==> src/rtl/lcd_frame_ctrl_if.sv <==
// Application/LCD-pin bundle for lcd_frame_ctrl: message registers and handshake
// on one side, HD44780 8-bit bus on the other.
interface lcd_frame_ctrl_if #(
    parameter int COLS = 16,
    parameter int ROWS = 2
);
    logic [8*COLS*ROWS-1:0] msg;
    logic                   update;
    logic                   busy;
    logic                   frame_done;
    logic                   rs;
    logic                   rw;
    logic                   en;
    logic [7:0]             data;

    modport master (
        output msg, update,
        input  busy, frame_done, rs, rw, en, data
    );

    modport slave (
        input  msg, update,
        output busy, frame_done, rs, rw, en, data
    );
endinterface

==> src/rtl/lcd_frame_ctrl.sv <==
// Parametrised HD44780 character-LCD frame controller (8-bit mode): power-up wait,
// init sequence, then snapshot-based frame refresh on request or continuously.
module lcd_frame_ctrl #(
    parameter int CLK_DIV       = 12000,
    parameter int EN_TICKS      = 10,
    parameter int POWERUP_TICKS = 20,
    parameter int COLS          = 16,
    parameter int ROWS          = 2,
    parameter int AUTO_REFRESH  = 0
) (
    input  logic            clk,
    input  logic            rst_n,
    lcd_frame_ctrl_if.slave bus
);

    localparam int NCHAR   = COLS * ROWS;
    localparam int SNAP_IW = (8 * NCHAR > 1) ? $clog2(8 * NCHAR) : 1;
    localparam int TICK_W  = (CLK_DIV > 1) ? $clog2(CLK_DIV) : 1;
    localparam int CNT_MAX = (2 * EN_TICKS > POWERUP_TICKS) ? 2 * EN_TICKS : POWERUP_TICKS;
    localparam int CNT_W   = $clog2(CNT_MAX + 1);
    localparam int ROW_W   = (ROWS > 1) ? $clog2(ROWS) : 1;
    localparam int COL_W   = (COLS > 1) ? $clog2(COLS) : 1;

    localparam logic [TICK_W-1:0] TICK_LAST = TICK_W'(CLK_DIV - 1);
    localparam logic [CNT_W-1:0]  PU_LAST   = CNT_W'(POWERUP_TICKS - 1);
    localparam logic [CNT_W-1:0]  SLOT_LAST = CNT_W'(EN_TICKS - 1);
    localparam logic [CNT_W-1:0]  CLR_LAST  = CNT_W'(2 * EN_TICKS - 1);
    localparam logic [CNT_W-1:0]  EN_LAST   = CNT_W'(EN_TICKS - 2);
    localparam logic [ROW_W-1:0]  ROW_LAST  = ROW_W'(ROWS - 1);
    localparam logic [COL_W-1:0]  COL_LAST  = COL_W'(COLS - 1);

    typedef enum logic [2:0] {
        ST_POWERUP,
        ST_INIT,
        ST_IDLE,
        ST_FRAME_START,
        ST_ADDR,
        ST_CHAR
    } state_t;

    function automatic logic [7:0] init_byte(input logic [1:0] idx);
        logic [7:0] b;
        case (idx)
            2'd0:    b = 8'h38;
            2'd1:    b = 8'h0C;
            2'd2:    b = 8'h01;
            2'd3:    b = 8'h06;
            default: b = 8'h38;
        endcase
        return b;
    endfunction

    function automatic logic [7:0] row_addr(input logic [ROW_W-1:0] r);
        logic [1:0] r2;
        logic [7:0] off;
        r2 = 2'(r);
        case (r2)
            2'd0:    off = 8'h00;
            2'd1:    off = 8'h40;
            2'd2:    off = 8'(COLS);
            2'd3:    off = 8'h40 + 8'(COLS);
            default: off = 8'h00;
        endcase
        return 8'h80 | off;
    endfunction

    // NUL characters are shown as spaces so every cell is overwritten.
    function automatic logic [7:0] char_at(input logic [8*NCHAR-1:0] s,
                                           input logic [ROW_W-1:0]   r,
                                           input logic [COL_W-1:0]   c);
        int                 idx;
        logic [SNAP_IW-1:0] base;
        logic [7:0]         b;
        idx  = NCHAR - 1 - (int'(r) * COLS + int'(c));
        base = SNAP_IW'(idx * 8);
        b    = s[base +: 8];
        return (b == 8'h00) ? 8'h20 : b;
    endfunction

    logic [TICK_W-1:0]      tick_cnt_r;
    logic                   tick_s;
    state_t                 state_r, state_nx;
    logic [CNT_W-1:0]       slot_cnt_r, slot_cnt_nx, slot_last_s;
    logic [1:0]             init_idx_r, init_idx_nx;
    logic [ROW_W-1:0]       row_r, row_nx;
    logic [COL_W-1:0]       col_r, col_nx;
    logic                   pending_r, pending_nx;
    logic [8*NCHAR-1:0]     snap_r;
    logic                   snap_load_s, pending_clr_s, go_again_s;
    logic                   rs_r, rs_nx;
    logic                   en_r, en_nx;
    logic [7:0]             data_r, data_nx;
    logic                   busy_r, busy_nx;
    logic                   frame_done_r, frame_done_nx;

    assign tick_s = (tick_cnt_r == TICK_LAST);

    // Free-running tick divider.
    always_ff @(posedge clk or negedge rst_n) begin
        if (!rst_n) begin
            tick_cnt_r <= '0;
        end else if (tick_s) begin
            tick_cnt_r <= '0;
        end else begin
            tick_cnt_r <= tick_cnt_r + TICK_W'(1);
        end
    end

    // State, counters, snapshot and registered LCD/handshake outputs.
    always_ff @(posedge clk or negedge rst_n) begin
        if (!rst_n) begin
            state_r      <= ST_POWERUP;
            slot_cnt_r   <= '0;
            init_idx_r   <= 2'd0;
            row_r        <= '0;
            col_r        <= '0;
            pending_r    <= 1'b0;
            snap_r       <= '0;
            rs_r         <= 1'b0;
            en_r         <= 1'b0;
            data_r       <= 8'h00;
            busy_r       <= 1'b1;
            frame_done_r <= 1'b0;
        end else begin
            state_r      <= state_nx;
            slot_cnt_r   <= slot_cnt_nx;
            init_idx_r   <= init_idx_nx;
            row_r        <= row_nx;
            col_r        <= col_nx;
            pending_r    <= pending_nx;
            snap_r       <= snap_load_s ? bus.msg : snap_r;
            rs_r         <= rs_nx;
            en_r         <= en_nx;
            data_r       <= data_nx;
            busy_r       <= busy_nx;
            frame_done_r <= frame_done_nx;
        end
    end

    // Next-state and slot sequencing; a new slot's rs/data load with en low.
    always_comb begin
        state_nx      = state_r;
        slot_cnt_nx   = slot_cnt_r;
        init_idx_nx   = init_idx_r;
        row_nx        = row_r;
        col_nx        = col_r;
        rs_nx         = rs_r;
        en_nx         = en_r;
        data_nx       = data_r;
        busy_nx       = busy_r;
        frame_done_nx = 1'b0;
        snap_load_s   = 1'b0;
        pending_clr_s = 1'b0;
        go_again_s    = pending_r || bus.update || (AUTO_REFRESH != 0);
        slot_last_s   = (state_r == ST_INIT && init_idx_r == 2'd2) ? CLR_LAST : SLOT_LAST;

        case (state_r)
            ST_POWERUP: begin
                busy_nx = 1'b1;
                en_nx   = 1'b0;
                if (tick_s && slot_cnt_r == PU_LAST) begin
                    state_nx    = ST_INIT;
                    slot_cnt_nx = '0;
                    init_idx_nx = 2'd0;
                    rs_nx       = 1'b0;
                    data_nx     = init_byte(2'd0);
                end else if (tick_s) begin
                    slot_cnt_nx = slot_cnt_r + CNT_W'(1);
                end else begin
                    slot_cnt_nx = slot_cnt_r;
                end
            end

            ST_IDLE: begin
                en_nx = 1'b0;
                if (tick_s && go_again_s) begin
                    state_nx = ST_FRAME_START;
                    busy_nx  = 1'b1;
                end else begin
                    busy_nx  = 1'b0;
                end
            end

            // Zero-length: one clk to take the snapshot, then the first ADDR slot.
            ST_FRAME_START: begin
                snap_load_s   = 1'b1;
                pending_clr_s = 1'b1;
                busy_nx       = 1'b1;
                row_nx        = '0;
                col_nx        = '0;
                slot_cnt_nx   = '0;
                state_nx      = ST_ADDR;
                rs_nx         = 1'b0;
                en_nx         = 1'b0;
                data_nx       = row_addr('0);
            end

            ST_INIT, ST_ADDR, ST_CHAR: begin
                if (tick_s && slot_cnt_r != slot_last_s) begin
                    slot_cnt_nx = slot_cnt_r + CNT_W'(1);
                    en_nx       = (slot_cnt_r < EN_LAST);
                end else if (tick_s) begin
                    slot_cnt_nx = '0;
                    en_nx       = 1'b0;
                    case (state_r)
                        ST_INIT: begin
                            if (init_idx_r == 2'd3) begin
                                state_nx = ST_IDLE;
                                busy_nx  = 1'b0;
                            end else begin
                                init_idx_nx = init_idx_r + 2'd1;
                                rs_nx       = 1'b0;
                                data_nx     = init_byte(init_idx_r + 2'd1);
                            end
                        end
                        ST_ADDR: begin
                            state_nx = ST_CHAR;
                            col_nx   = '0;
                            rs_nx    = 1'b1;
                            data_nx  = char_at(snap_r, row_r, '0);
                        end
                        ST_CHAR: begin
                            if (col_r != COL_LAST) begin
                                col_nx  = col_r + COL_W'(1);
                                data_nx = char_at(snap_r, row_r, col_r + COL_W'(1));
                            end else if (row_r != ROW_LAST) begin
                                row_nx   = row_r + ROW_W'(1);
                                state_nx = ST_ADDR;
                                rs_nx    = 1'b0;
                                data_nx  = row_addr(row_r + ROW_W'(1));
                            end else begin
                                frame_done_nx = 1'b1;
                                if (go_again_s) begin
                                    state_nx = ST_FRAME_START;
                                end else begin
                                    state_nx = ST_IDLE;
                                    busy_nx  = 1'b0;
                                end
                            end
                        end
                        default: begin
                            state_nx = ST_POWERUP;
                        end
                    endcase
                end else begin
                    slot_cnt_nx = slot_cnt_r;
                end
            end

            default: begin
                state_nx    = ST_POWERUP;
                slot_cnt_nx = '0;
                busy_nx     = 1'b1;
                en_nx       = 1'b0;
            end
        endcase
    end

    // Any request is remembered; a request in the snapshot clk still wins.
    always_comb begin
        if (bus.update) begin
            pending_nx = 1'b1;
        end else if (pending_clr_s) begin
            pending_nx = 1'b0;
        end else begin
            pending_nx = pending_r;
        end
    end

    assign bus.rs         = rs_r;
    assign bus.rw         = 1'b0;
    assign bus.en         = en_r;
    assign bus.data       = data_r;
    assign bus.busy       = busy_r;
    assign bus.frame_done = frame_done_r;

endmodule

==> src/flat_wrapper.sv <==
// flat-port wrapper written by rule: the top's interface ports become plain ports
module lcd_frame_ctrl_flat 
#(
    parameter int CLK_DIV       = 12000,
    parameter int EN_TICKS      = 10,
    parameter int POWERUP_TICKS = 20,
    parameter int COLS          = 16,
    parameter int ROWS          = 2,
    parameter int AUTO_REFRESH  = 0
)
  (clk, rst_n, bus_msg, bus_update, bus_busy, bus_frame_done, bus_rs, bus_rw, bus_en, bus_data);
  lcd_frame_ctrl_if #(.COLS(COLS), .ROWS(ROWS)) bus_i ();
  input  logic clk;
  input  logic rst_n;
  input wire logic [$bits(bus_i.msg)-1:0] bus_msg;
  input wire logic [$bits(bus_i.update)-1:0] bus_update;
  output wire logic [$bits(bus_i.busy)-1:0] bus_busy;
  output wire logic [$bits(bus_i.frame_done)-1:0] bus_frame_done;
  output wire logic [$bits(bus_i.rs)-1:0] bus_rs;
  output wire logic [$bits(bus_i.rw)-1:0] bus_rw;
  output wire logic [$bits(bus_i.en)-1:0] bus_en;
  output wire logic [$bits(bus_i.data)-1:0] bus_data;
  assign bus_i.msg = bus_msg;
  assign bus_i.update = bus_update;
  assign bus_busy = bus_i.busy;
  assign bus_frame_done = bus_i.frame_done;
  assign bus_rs = bus_i.rs;
  assign bus_rw = bus_i.rw;
  assign bus_en = bus_i.en;
  assign bus_data = bus_i.data;
  lcd_frame_ctrl #(.CLK_DIV(CLK_DIV), .EN_TICKS(EN_TICKS), .POWERUP_TICKS(POWERUP_TICKS), .COLS(COLS), .ROWS(ROWS), .AUTO_REFRESH(AUTO_REFRESH)) u_core (.clk(clk), .rst_n(rst_n), .bus(bus_i));
endmodule
==> config.mk <==
export PLATFORM = sky130hd
export DESIGN_NAME = lcd_frame_ctrl_flat
export DESIGN_NICKNAME = d
export VERILOG_FILES = /design/src/rtl/lcd_frame_ctrl_if.sv /design/src/rtl/lcd_frame_ctrl.sv /design/src/flat_wrapper.sv
export SDC_FILE = /design/constraint.sdc
export NUM_CORES = 1
export LEC_CHECK = 0
export BUFFER_PORTS_ARGS = -buffer_cell sky130_fd_sc_hd__buf_2
export CORE_UTILIZATION = 29
export DETAILED_ROUTE_END_ITERATION = 8
export PLACE_DENSITY = 0.59
export SLEW_MARGIN = 30
export SYNTH_ARGS = -nofsm -noshare
export SYNTH_HDL_FRONTEND = slang
export SYNTH_SLANG_ARGS = --single-unit
==> constraint.sdc <==
create_clock -name clk -period 5.05 [get_ports clk]
set_input_delay 0.2525 -clock clk [delete_from_list [all_inputs] [get_ports clk]]
set_output_delay 0.2525 -clock clk [all_outputs]
set_load 0.02 [all_outputs]
==> metrics.md <==
| Metric | Value |
|---|---|
| Die outline width | `about 220 um` |
| Final worst-path cycle share | `between 70% and 80%` |
| Xor/xnor share of the synthesized area | `1.12%` |
| Number of clock sinks seen by CTS | `298` |
| Std cell rows | `80` |
| TritonCTS clock tree | `yes` |
| Top cell type's share of synthesized area | `53.1%` |
| NetSw | `3.70 mW` |
| Final std cell area, no fill | `0.0197 sq mm` |
| Initial antenna violation count | `0` |
| I/O pin count | `272` |
| Number of max-capacitance violations reported | `0` |
| Largest area contributor in the netlist | `sky130_fd_sc_hd__dfrtp_1` |
| Worst slew slack as a fraction of its limit | `37.1%` |
| Wire length of the first global-routing pass | `75.7 mm` |
| Worst slack on hold paths | `-0.00322 ns` |
| Logic gate share of total power | `34.9%` |
| Most numerous cell in the Yosys netlist | `sky130_fd_sc_hd__nand2_1` |
| Largest net degree at the start of global routing | `156` |
| Netlist Area Pre-Place | `around 0.014 sq mm` |
| Via count | `12,400` |
| #FFs+latches synth | `298` |
| Iteration count of the initial detailed-routing pass | `5` |
| H-tree level count | `2` |
| Overall routed net length | `roughly 49 mm` |
| Share of the synthesized area in compound gates (AO/OA/AOI/OAI) | `2.98%` |
| Met3 usage in global routing | `4.27%` |
| Cell leakage power | `9.08 nW` |
| Dominant register cell in the synthesized netlist | `sky130_fd_sc_hd__dfrtp_1` |
| Post-synthesis mux area share | `~14%` |
| Clk Tree Root Cell | `sky130_fd_sc_hd__clkbuf_16` |
| DRC | `0` |
| Net Sw Frac | `between 30% and 40%` |
| Data required time of the critical path | `5.44 ns` |
| Number of antenna diodes | `0` |
| Maximum fanout along the worst path | `34` |
| Total Negative Setup Slacks | `0 ns` |
| Startpoint Class | `flip-flop` |
| Initial core utilization | `29.4%` |
| P per Cell Area | `532 mW/mm^2` |
| Data arrival, critical path | `4.03 ns` |
| Post-synthesis simple-gate area fraction | `24.9%` |
| Cell types with the largest area share after synthesis | `sky130_fd_sc_hd__dfrtp_1, sky130_fd_sc_hd__nand2_1, sky130_fd_sc_hd__mux4_2` |
| Congestion Overflow GR | `0` |
| Number of buffers added by the clock tree synthesis step | `36` |
| Die Height | `222 um` |
| DRT antenna net count | `0` |
| Endpoint type of the worst setup path | `flip-flop` |
| Mean area per synthesized cell | `9.48 sq um` |
| Class of the tightest hold or removal check | `in2reg` |
| Worst skew pair latency | `0.55 ns` |
| Run status | `finished, violations left` |
| Total Routing Usage GR | `between 20% and 30%` |
| Post-synth cell types | `54` |
| Number of buffers on the longest clock path | `3` |
| Layout Nets | `2,227` |
| Fmax | `between 200 and 300 MHz` |
| Layout cells sized above 1 | `21.5%` |
| Post-Synth Adder-Cell Area | `0.626%` |
| Global routing met1 resource utilization | `28.4%` |
| Post-synth EDFFs | `0` |
| Most Used Layer, Global Route | `met2` |
| Ys Warns | `0` |
| Post-placement setup slack | `around 1.4 ns` |
| Transition time at the pin with the least slew margin | `0.944 ns` |
| RSZ-0062 raised after global routing | `no` |
| Port Buffers | `between 200 and 300` |
| Wire per inst | `about 19 um` |
| Cell area after placement | `0.0159 sq mm` |
| CTS resizes | `0` |
| GR met2 Demand/Resource | `29.6%` |
| Number of hold-slack violations in the final timing report | `1` |
| Synth cell count leaders | `sky130_fd_sc_hd__nand2_1, sky130_fd_sc_hd__dfrtp_1, sky130_fd_sc_hd__mux4_2` |
| Combinational family with the most area after synthesis | `simple AND/OR/NAND/NOR gates` |
| Total nets after synthesis | `1,741` |
| Min Clock Period, post-route | `around 3.6 ns` |
| Worst ir drop on vdd | `0.000404 V` |
| Final setup vio count | `0` |
| Sequential-to-total area share from yosys stat | `roughly 53%` |
| Clock Skews | `0.0135 ns` |
| Area of the core | `around 0.048 sq mm` |
| Routability-driven placement congestion ratio | `0.907` |
| Die area | `0.0491 sq mm` |
| Vias per inst | `4.78` |
| Sequential group share of total power | `between 30% and 40%` |
| Post-synthesis instance total | `1,475` |
| DRC violation total after the first TritonRoute iteration | `between 1,000 and 1,500` |
| Final setup margin | `around 1.4 ns` |
| Fraction of registers with async set or reset after synthesis | `100%` |
| Kind of critical path | `reg2reg` |
| Register clock-pin slew on the reported worst setup and hold paths | `roughly 0.060 ns` |
| Failing checks | `negative hold slack` |
| Clock share of power | `25.8%` |
| Vias in the first global route | `13,000` |
| Final HPWL from detailed placement | `33.5 mm` |
| Layout overhead on the synthesized area | `41.1%` |
| Power Internal | `6.81 mW` |
| Number of slew-limit violations in the final report | `0` |
==> cell type report <==
| type | instances | area, sq um |
|---|---|---|
| Timing Repair Buffer | 535 | 4030 |
| Inverter | 7 | 26.3 |
| Sequential cell | 298 | 7460 |
| Multi-Input combinational cell | 1083 | 6200 |
| Fill cell | 4606 | 27900 |
| Tap cell | 615 | 769 |
| Clock inverter | 14 | 184 |
| Clock buffer | 51 | 1060 |
==> final timing paths <==
check | slack, ns | from | depth (start not counted) | to
setup / recovery | 1.41 | u_core.col_r[0] | 7 | u_core.bus.data[5]
hold / removal | -0.003 | bus_msg[115] | 3 | u_core.snap_r[115]
setup reg to reg | 1.41 | u_core.col_r[0] | 7 | u_core.bus.data[5]
hold reg to reg | 0.47 | u_core.snap_r[67] | 2 | u_core.snap_r[67]
max in group asynchronous | 3.37 | rst_n | 3 | u_core.col_r[0]
min in group asynchronous | 0.32 | rst_n | 2 | u_core.snap_r[244]
==> repair_timing <==
action / in CTS / in global routing
hold buffers: 255 / 0
endpoints found under the hold margin: 359 / 0
setup buffers: 0 / 0
==> power groups by stage <==
stage / registers, mW / logic, mW / clock network [mW]
2_1_floorplan: 3.74 / 2.65 / 0
3_3_place_gp: 4.14 / 3.39 / 0
3_5_place_dp: 4.11 / 3.51 / 0
4_1_cts: 4.09 / 3.70 / 2.76
5_1_grt: 4.20 / 4.09 / 2.86
6_report: 4.12 / 3.67 / 2.71
==> sequential cells by signal, indices dropped and copies added, names as in the netlist, 2 cells and up <==
name and cells:
u_core.slot_cnt_r 5, u_core.bus.data 8, u_core.col_r 4, u_core.snap_r 256, u_core.tick_cnt_r 14, u_core.state_r 3, u_core.init_idx_r 2
==> layer usage <==
metal,share of wire (%),up-vias
met1,46,6060
li1,-,5789
met5,0,-
met4,4.1,0
met2,44,481
met3,6.2,119
==> cells by family after synthesis <==
kind of cell             count (synthesis)
other                                    1
adder cells (fa/ha/maj)                  7
AO/OA/AOI/OAI                           66
AND/OR/NAND/NOR                        889
buffers and inverters                   94
XOR/XNOR                                17
multiplexers                           103
flip-flops                             298
==> worst max-delay path, stage by stage, from the launching register on <==
cell                        delay (ns)
sky130_fd_sc_hd__dfrtp_4          0.42
sky130_fd_sc_hd__buf_4            0.51
sky130_fd_sc_hd__buf_4            0.62
sky130_fd_sc_hd__mux4_2           0.60
sky130_fd_sc_hd__mux4_2           0.50
sky130_fd_sc_hd__nor2b_1          0.16
sky130_fd_sc_hd__a2111oi_1        0.52
sky130_fd_sc_hd__a221oi_2         0.11
==> metrics by stage <==
step	power, mW	std cells	utilization, %
floorplan	6.39	1475	-
global placement	7.54	2283	33.4
detailed placement	7.63	2283	33.4
CTS	10.6	2603	41.4
global route	11.1	2603	41.4
finish	10.5	2603	41.4
==> cells in the final DEF (no fill, tap or decap), types with 10 or more instances in the layout <==
master                            n
sky130_fd_sc_hd__nand2_1        796
sky130_fd_sc_hd__dfrtp_1        296
sky130_fd_sc_hd__buf_2          269
sky130_fd_sc_hd__dlygate4sd3_1  255
sky130_fd_sc_hd__mux4_2          76
sky130_fd_sc_hd__clkbuf_16       37
sky130_fd_sc_hd__nor2_1          35
sky130_fd_sc_hd__mux2i_1         23
sky130_fd_sc_hd__o21ai_0         20
sky130_fd_sc_hd__nand3_1         12
sky130_fd_sc_hd__xor2_1          10
sky130_fd_sc_hd__a21oi_1         10
(Power assumes the default switching activity.)
